`src/rtl/sha1_pkg.sv`:
```
// Shared SHA-1 constants, FSM state encoding and working-variable bundle
// for the round core and its round datapath.
package sha1_pkg;

    localparam int         ROUNDS = 80;
    localparam logic [6:0] LAST_T = 7'(ROUNDS - 1);

    typedef enum logic [2:0] {
        S_IDLE,
        S_LOAD,
        S_ROUND,
        S_UPDATE,
        S_DONE
    } state_t;

    // Packed with a at the MSB so an H bundle maps straight onto the digest port
    typedef struct packed {
        logic [31:0] a;
        logic [31:0] b;
        logic [31:0] c;
        logic [31:0] d;
        logic [31:0] e;
    } work_t;

    localparam work_t IV = '{
        a: 32'h67452301,
        b: 32'hEFCDAB89,
        c: 32'h98BADCFE,
        d: 32'h10325476,
        e: 32'hC3D2E1F0
    };

    localparam logic [31:0] K0 = 32'h5A827999;
    localparam logic [31:0] K1 = 32'h6ED9EBA1;
    localparam logic [31:0] K2 = 32'h8F1BBCDC;
    localparam logic [31:0] K3 = 32'hCA62C1D6;

    function automatic logic [31:0] rotl(input logic [31:0] x, input int n);
        return (x << n) | (x >> (32 - n));
    endfunction

endpackage

```
`src/rtl/sha1_round_core_if.sv`:
```
// Handshake and schedule-engine strobes between an upstream controller and
// the SHA-1 round core.
interface sha1_round_core_if;

    logic         start;
    logic         first;
    logic [31:0]  wout;
    logic         ready;
    logic         feed;
    logic         next;
    logic         stage;
    logic         done;
    logic [159:0] digest;

    modport master (
        output start, first, wout,
        input  ready, feed, next, stage, done, digest
    );

    modport slave (
        input  start, first, wout,
        output ready, feed, next, stage, done, digest
    );

endinterface

```
`src/rtl/sha1_round.sv`:
```
// One SHA-1 round: f/K selection by round index, the temp adder and the
// a..e rotation. Purely combinational; the core owns the registers.
module sha1_round
    import sha1_pkg::*;
(
    input  work_t       cur,
    input  logic [6:0]  t,
    input  logic [31:0] w,
    output work_t       nxt
);

    logic [31:0] f;
    logic [31:0] k;
    logic [31:0] temp;

    always_comb begin
        f = cur.b ^ cur.c ^ cur.d;
        k = K1;
        if (t < 7'd20) begin
            f = (cur.b & cur.c) | (~cur.b & cur.d);
            k = K0;
        end else if (t < 7'd40) begin
            f = cur.b ^ cur.c ^ cur.d;
            k = K1;
        end else if (t < 7'd60) begin
            f = (cur.b & cur.c) | (cur.b & cur.d) | (cur.c & cur.d);
            k = K2;
        end else begin
            f = cur.b ^ cur.c ^ cur.d;
            k = K3;
        end
    end

    assign temp = rotl(cur.a, 5) + f + cur.e + k + w;

    always_comb begin
        nxt.a = temp;
        nxt.b = cur.a;
        nxt.c = rotl(cur.b, 30);
        nxt.d = cur.c;
        nxt.e = cur.d;
    end

endmodule

```
`src/rtl/sha1_round_core.sv`:
```
// SHA-1 compression controller: sequences 80 rounds against an external
// message-schedule engine and accumulates the chained digest.
module sha1_round_core
    import sha1_pkg::*;
(
    input  logic             clk,
    input  logic             reset,
    sha1_round_core_if.slave bus
);

    state_t     state_q, state_d;
    logic [6:0] t_q;
    work_t      work_q;
    work_t      work_rnd;
    work_t      h_q;

    sha1_round u_round (
        .cur (work_q),
        .t   (t_q),
        .w   (bus.wout),
        .nxt (work_rnd)
    );

    always_ff @(posedge clk or negedge reset) begin
        if (!reset) state_q <= S_IDLE;
        else        state_q <= state_d;
    end

    // Strobes decode from state only, so reset clears them without a clock
    always_comb begin
        state_d   = state_q;
        bus.ready = 1'b0;
        bus.feed  = 1'b0;
        bus.next  = 1'b0;
        bus.stage = 1'b0;
        bus.done  = 1'b0;
        case (state_q)
            S_IDLE: begin
                bus.ready = 1'b1;
                if (bus.start) state_d = S_LOAD;
            end
            S_LOAD: begin
                bus.feed = 1'b1;
                state_d  = S_ROUND;
            end
            S_ROUND: begin
                bus.next  = (t_q != LAST_T);
                bus.stage = (t_q >= 7'd15) && (t_q != LAST_T);
                if (t_q == LAST_T) state_d = S_UPDATE;
            end
            S_UPDATE: state_d = S_DONE;
            S_DONE: begin
                bus.done = 1'b1;
                state_d  = S_IDLE;
            end
            default: state_d = S_IDLE;
        endcase
    end

    always_ff @(posedge clk or negedge reset) begin
        if (!reset) begin
            t_q    <= '0;
            work_q <= '0;
            h_q    <= '0;
        end else begin
            case (state_q)
                S_IDLE: begin
                    t_q <= '0;
                    if (bus.start) begin
                        if (bus.first) begin
                            h_q    <= IV;
                            work_q <= IV;
                        end else begin
                            work_q <= h_q;
                        end
                    end
                end
                S_LOAD: t_q <= '0;
                S_ROUND: begin
                    work_q <= work_rnd;
                    t_q    <= t_q + 7'd1;
                end
                S_UPDATE: begin
                    h_q.a <= h_q.a + work_q.a;
                    h_q.b <= h_q.b + work_q.b;
                    h_q.c <= h_q.c + work_q.c;
                    h_q.d <= h_q.d + work_q.d;
                    h_q.e <= h_q.e + work_q.e;
                end
                default: ;
            endcase
        end
    end

    assign bus.digest = h_q;

endmodule
```
`src/flat_wrapper.sv`:
```
// flat-port wrapper written by rule: the top's interface ports become plain ports
module sha1_round_core_flat import sha1_pkg::*;
  (clk, reset, bus_start, bus_first, bus_wout, bus_ready, bus_feed, bus_next, bus_stage, bus_done, bus_digest);
  sha1_round_core_if bus_i ();
  input  logic clk;
  input  logic reset;
  input wire logic [$bits(bus_i.start)-1:0] bus_start;
  input wire logic [$bits(bus_i.first)-1:0] bus_first;
  input wire logic [$bits(bus_i.wout)-1:0] bus_wout;
  output wire logic [$bits(bus_i.ready)-1:0] bus_ready;
  output wire logic [$bits(bus_i.feed)-1:0] bus_feed;
  output wire logic [$bits(bus_i.next)-1:0] bus_next;
  output wire logic [$bits(bus_i.stage)-1:0] bus_stage;
  output wire logic [$bits(bus_i.done)-1:0] bus_done;
  output wire logic [$bits(bus_i.digest)-1:0] bus_digest;
  assign bus_i.start = bus_start;
  assign bus_i.first = bus_first;
  assign bus_i.wout = bus_wout;
  assign bus_ready = bus_i.ready;
  assign bus_feed = bus_i.feed;
  assign bus_next = bus_i.next;
  assign bus_stage = bus_i.stage;
  assign bus_done = bus_i.done;
  assign bus_digest = bus_i.digest;
  sha1_round_core u_core (.clk(clk), .reset(reset), .bus(bus_i));
endmodule
```
`config.mk`:
```
export PLATFORM = sky130hd
export DESIGN_NAME = sha1_round_core_flat
export DESIGN_NICKNAME = d
export VERILOG_FILES = /design/src/rtl/sha1_pkg.sv /design/src/rtl/sha1_round_core_if.sv /design/src/rtl/sha1_round.sv /design/src/rtl/sha1_round_core.sv /design/src/flat_wrapper.sv
export SDC_FILE = /design/constraint.sdc
export NUM_CORES = 2
export LEC_CHECK = 0
export ABC_CLOCK_PERIOD_IN_PS = 9100
export CAP_MARGIN = 15
export CORE_MARGIN = 1
export CORE_UTILIZATION = 50
export DETAILED_ROUTE_END_ITERATION = 10
export PLACE_DENSITY_LB_ADDON = 0.25
export SETUP_SLACK_MARGIN = 0.3
export SLEW_MARGIN = 20
export SYNTH_ARGS = -nofsm -noshare
export SYNTH_HDL_FRONTEND = slang
export SYNTH_HIERARCHICAL = 1
export SYNTH_SLANG_ARGS = --single-unit
```
`constraint.sdc`:
```
create_clock -name clk -period 9.1 [get_ports clk]
set_input_delay 1.365 -clock clk [delete_from_list [all_inputs] [get_ports clk]]
set_output_delay 1.365 -clock clk [all_outputs]
set_load 0.05 [all_outputs]
```
==> flow_summary.html <==
<table>
<tr><th>Metric</th><th>Value</th></tr>
<tr><th colspan="2">Floorplan</th></tr>
<tr><td>Row count</td><td>between 80 and 90</td></tr>
<tr><td>Die Wd</td><td>237 µm</td></tr>
<tr><td>Core area</td><td>about 0.054 mm²</td></tr>
<tr><td>Initial cell density of the core</td><td>50.9%</td></tr>
<tr><td>Area of the die</td><td>roughly 0.056 mm²</td></tr>
<tr><td>Die extent in y</td><td>237 µm</td></tr>
<tr><td>Number of ports placed on the die boundary</td><td>approximately 200</td></tr>
<tr><th colspan="2">Min path</th></tr>
<tr><td>Class of the tightest hold or removal check</td><td>register to register</td></tr>
<tr><th colspan="2">Timing</th></tr>
<tr><td>Minimum period implied by the final worst setup slack</td><td>6.45 ns</td></tr>
<tr><td>Timing-limited maximum frequency</td><td>~150 MHz</td></tr>
<tr><td>Total of endpoints with negative setup slack in the final report</td><td>0</td></tr>
<tr><td>Worst-Margin Slew</td><td>1.10 ns</td></tr>
<tr><td>Final Hold Violating Endpoints</td><td>0</td></tr>
<tr><td>Setup repair after global routing missed its margin</td><td>false</td></tr>
<tr><td>Setup ws final</td><td>2.65 ns</td></tr>
<tr><td>Setup Skew</td><td>roughly 0.040 ns</td></tr>
<tr><td>Headroom to the max-slew limit</td><td>a little over a quarter</td></tr>
<tr><td>Final slew viol count</td><td>0</td></tr>
<tr><td>TNS Setup</td><td>0 ns</td></tr>
<tr><td>Final Cycle Share</td><td>70.9%</td></tr>
<tr><th colspan="2">Detailed routing</th></tr>
<tr><td>Routed via count divided by cell count</td><td>6.31</td></tr>
<tr><td>Starting DRC count in detailed routing</td><td>2486</td></tr>
<tr><td>Number of vias in the routed layout</td><td>approximately 25k</td></tr>
<tr><td>Remaining antenna violation count</td><td>0</td></tr>
<tr><td>Total length of routed wires</td><td>a little under 100000 µm</td></tr>
<tr><td>DRC violation count after routing</td><td>0</td></tr>
<tr><td>Iteration count of the initial detailed-routing pass</td><td>5</td></tr>
<tr><td>Average wire length per cell after detail routing</td><td>roughly 25 µm</td></tr>
<tr><th colspan="2">Clock network</th></tr>
<tr><td>Clock Root Buffer</td><td>sky130_fd_sc_hd__clkbuf_16</td></tr>
<tr><td>TritonCTS clock tree</td><td>done</td></tr>
<tr><td>CTS buffer count</td><td>a little over 40</td></tr>
<tr><td>Buffers inserted by post-CTS timing repair</td><td>0</td></tr>
<tr><td>Number of buffers between clock root and the deepest sink</td><td>3</td></tr>
<tr><td>Count of cells resized by post-cts repair</td><td>0</td></tr>
<tr><td>H-tree depth</td><td>2</td></tr>
<tr><td>Number of clock sinks</td><td>330</td></tr>
<tr><td>Clock input transition at the sequential cells of the worst setup and hold paths</td><td>0.06 ns</td></tr>
<tr><td>Hold Buf Count CTS</td><td>0</td></tr>
<tr><td>Skew-Pair Late Insertion Delay</td><td>0.60 ns</td></tr>
<tr><th colspan="2">Placed design</th></tr>
<tr><td>Half-perimeter wire length after detailed placement</td><td>72800 µm</td></tr>
<tr><td>Port Buffer Count</td><td>200</td></tr>
<tr><td>Area after DPL</td><td>0.0291 mm²</td></tr>
<tr><td>Setup slack at placement</td><td>2.87 ns</td></tr>
<tr><td>Global placer's final weighted congestion</td><td>0.989</td></tr>
<tr><td>Placed Instances</td><td>3858</td></tr>
<tr><th colspan="2">Cells and area</th></tr>
<tr><td>Count of fill cells added during filler insertion</td><td>4944</td></tr>
<tr><td>Signed area change from the synthesized netlist to the final layout</td><td>11.0%</td></tr>
<tr><td>Nets</td><td>approximately 3.6k</td></tr>
<tr><td>Layout cell share with drive strength beyond 1</td><td>4.32%</td></tr>
<tr><td>Area of combinational cells with multiple inputs</td><td>0.0169 mm²</td></tr>
<tr><td>Antenna Cells</td><td>0</td></tr>
<tr><td>Final instance count without filler cells</td><td>3933</td></tr>
<tr><td>Area occupied by registers</td><td>0.00826 mm²</td></tr>
<tr><td>Finished layout cell area</td><td>0.0306 mm²</td></tr>
<tr><th colspan="2">Yosys</th></tr>
<tr><td>Async set-or-reset flop fraction in the synthesized netlist</td><td>100%</td></tr>
<tr><td>Register area share after synthesis</td><td>30.0%</td></tr>
<tr><td>Total standard cell area after synthesis</td><td>0.0276 mm²</td></tr>
<tr><td>Number of enable flip-flop cells after synthesis</td><td>0</td></tr>
<tr><td>Post-synthesis cell count</td><td>3214</td></tr>
<tr><td>Net count after synthesis</td><td>3568</td></tr>
<tr><td>Primary flip-flop cell chosen by synthesis mapping</td><td>sky130_fd_sc_hd__dfrtp_1</td></tr>
<tr><td>Yosys warnings</td><td>6</td></tr>
<tr><td>Mapped Avg Cell Area</td><td>roughly 8.6 µm²</td></tr>
<tr><td>Count of cell types in the netlist</td><td>81</td></tr>
<tr><td>Yosys reg bits</td><td>330</td></tr>
<tr><th colspan="2">Global route</th></tr>
<tr><td>GRT Residual Overflow</td><td>0</td></tr>
<tr><td>Vias in the first global route</td><td>24.2k</td></tr>
<tr><td>Maximum number of pins on one net before global-route repair</td><td>149</td></tr>
<tr><td>Wire length of the first global-routing pass</td><td>between 100000 and 150000 µm</td></tr>
<tr><td>Total global-route track usage</td><td>35.0%</td></tr>
<tr><td>Antenna violations before repair</td><td>0</td></tr>
<tr><th colspan="2">Status</th></tr>
<tr><td>Result of the run</td><td>completed</td></tr>
<tr><th colspan="2">Worst setup path</th></tr>
<tr><td>Slowest cell on the critical path</td><td>sky130_fd_sc_hd__a221oi_1</td></tr>
<tr><td>Library cell appearing most often on the critical path</td><td>sky130_fd_sc_hd__fa_1</td></tr>
<tr><td>Required time of the critical path</td><td>9.55 ns</td></tr>
<tr><td>Ordered cell list for the critical path</td><td>a41oi_1 -&gt; and2_0 -&gt; buf_4 -&gt; nor2_1 -&gt; buf_4 -&gt; a221oi_1 -&gt; fa_1 -&gt; inv_1 -&gt; fa_1 -&gt; ha_1 -&gt; fa_1 -&gt; a211oi_1 -&gt; o21ai_0 -&gt; and3_1 -&gt; o21a_1 -&gt; o31ai_1 -&gt; o2111ai_1 -&gt; a21oi_1 -&gt; xnor2_1 -&gt; nand2_1 -&gt; o21ai_0</td></tr>
<tr><td>Class of the most critical setup path</td><td>register to register</td></tr>
<tr><td>Buffer and inverter count on the worst path</td><td>3</td></tr>
<tr><td>Data arrival time of the worst path</td><td>6.90 ns</td></tr>
<tr><td>Critical path's top delay family</td><td>compound AO/OA/AOI/OAI gates</td></tr>
<tr><td>Element type at the critical path start</td><td>register</td></tr>
<tr><td>Worst setup slack for register-to-register paths</td><td>roughly 2.6 ns</td></tr>
<tr><td>Highest fanout seen on the critical path</td><td>23</td></tr>
<tr><td>Endpoint kind of the worst setup timing path</td><td>register</td></tr>
<tr><td>CP peak stage delay</td><td>0.57 ns</td></tr>
<tr><th colspan="2">Flow run</th></tr>
<tr><td>Number of violations of the max-capacitance limit</td><td>0</td></tr>
</table>
[cell usage in the layout (no fill, tap or decap), types with 18 or more instances in the layout]
master and n:
sky130_fd_sc_hd__inv_1 232, sky130_fd_sc_hd__buf_4 24, sky130_fd_sc_hd__nor3b_1 63, sky130_fd_sc_hd__ha_1 193
sky130_fd_sc_hd__mux2i_1 25, sky130_fd_sc_hd__a21o_1 99, sky130_fd_sc_hd__nand3_1 59, sky130_fd_sc_hd__a22oi_1 25
sky130_fd_sc_hd__a21oi_1 284, sky130_fd_sc_hd__clkbuf_16 42, sky130_fd_sc_hd__o31ai_1 48, sky130_fd_sc_hd__o21ai_0 214
sky130_fd_sc_hd__o22ai_1 44, sky130_fd_sc_hd__fa_1 125, sky130_fd_sc_hd__o21a_1 20, sky130_fd_sc_hd__and3_1 23
sky130_fd_sc_hd__dfrtp_1 330, sky130_fd_sc_hd__nor2_1 290, sky130_fd_sc_hd__nor3_1 56, sky130_fd_sc_hd__xnor2_1 101
sky130_fd_sc_hd__a221o_1 18, sky130_fd_sc_hd__o21bai_1 27, sky130_fd_sc_hd__xor2_1 70, sky130_fd_sc_hd__nand2_1 323
sky130_fd_sc_hd__a31oi_1 18, sky130_fd_sc_hd__clkdlybuf4s50_1 198
[worst register-to-register path, delay by kind of cell (launching register included)]
family          cells  cell delay (ns)
compound gates      9             2.79
fa+ha+maj           4             1.62
simple gates        4             0.71
buf+inv             3             0.63
flops               1             0.47
xor+xnor            1             0.08
[cells by family (layout without fill, tap and decap cells)]
group | count (synthesis) | count (layout) | synth area share (%)
and+or+nand+nor | 916 | 916 | 15.1
AOI/OAI and AO/OA | 932 | 932 | 21.5
adders and majority gates | 318 | 318 | 17.8
muxes | 38 | 38 | 1.44
DFF | 330 | 330 | 30.0
xor gates and xnor gates | 171 | 171 | 5.43
buffers and inverters | 509 | 532 | 8.70
[final cells by class]
class                      instances  area share (%)
timing repair buffer             224            7.18
clock inverter                    20           0.940
inverter                         233            2.86
multi-input combinational       2375            55.4
tap                              696            2.85
sequential                       330            27.0
clock buffer                      55            3.82
[cell usage after synthesis (63+ instances only)]
| cell | number | area share, % |
|---|---|---|
| sky130_fd_sc_hd__nand2_1 | 326 | 4.4 |
| sky130_fd_sc_hd__fa_1 | 125 | 9.1 |
| sky130_fd_sc_hd__a21oi_1 | 285 | 5.2 |
| sky130_fd_sc_hd__xnor2_1 | 101 | 3.2 |
| sky130_fd_sc_hd__xor2_1 | 70 | 2.2 |
| sky130_fd_sc_hd__nor3b_1 | 63 | 1.7 |
| sky130_fd_sc_hd__nor2_1 | 291 | 4.0 |
| sky130_fd_sc_hd__inv_1 | 232 | 3.2 |
| sky130_fd_sc_hd__a21o_1 | 99 | 2.7 |
| sky130_fd_sc_hd__buf_4 | 128 | 3.5 |
| sky130_fd_sc_hd__clkbuf_1 | 138 | 1.9 |
| sky130_fd_sc_hd__dfrtp_1 | 330 | 30 |
| sky130_fd_sc_hd__o21ai_0 | 214 | 3.9 |
| sky130_fd_sc_hd__ha_1 | 193 | 8.8 |
[final timing paths]
kind,startpoint,end,cells past startpoint
setup / recovery,u_core/t_q[4],u_core/work_q[159],21
hold / removal,u_core/bus.digest[11],u_core/bus.digest[11],2
max in group asynchronous,reset,u_core/work_q[26],3
hold reg to reg,u_core/bus.digest[11],u_core/bus.digest[11],2
min in group asynchronous,reset,u_core/bus.digest[1],1
setup reg to reg,u_core/t_q[4],u_core/work_q[159],21
[metal layers]
metal / up-vias / routed length, µm / GRT usage [%] / part of all wire [%]
met5: - / 0 / 0 / 0
met4: 0 / 5050 / 17.0 / 5.1
met3: 243 / 8510 / 5.65 / 8.6
met2: 1170 / 43600 / 53.8 / 44
met1: 12300 / 41400 / 48.2 / 42
li1: 11100 / - / - / -
[per-stage QoR]
stage / hold slack (ns) / utilization (%)
2_1_floorplan: 0.511 / -
3_3_place_gp: 0.525 / 53.8
3_5_place_dp: 0.544 / 53.8
4_1_cts: 0.557 / 56.5
5_1_grt: 0.580 / 56.5
6_report: 0.558 / 56.5
[state kept, by name (all words and copies together), names as in the netlist]
name / flops
u_core/work_q: 160
u_core/t_q: 7
u_core/state_q: 3
u_core/bus.digest: 160
Power is left out: the tool's default activity adds up to more than one toggle a clock period on the data nets, which glitch-free logic cannot reach.
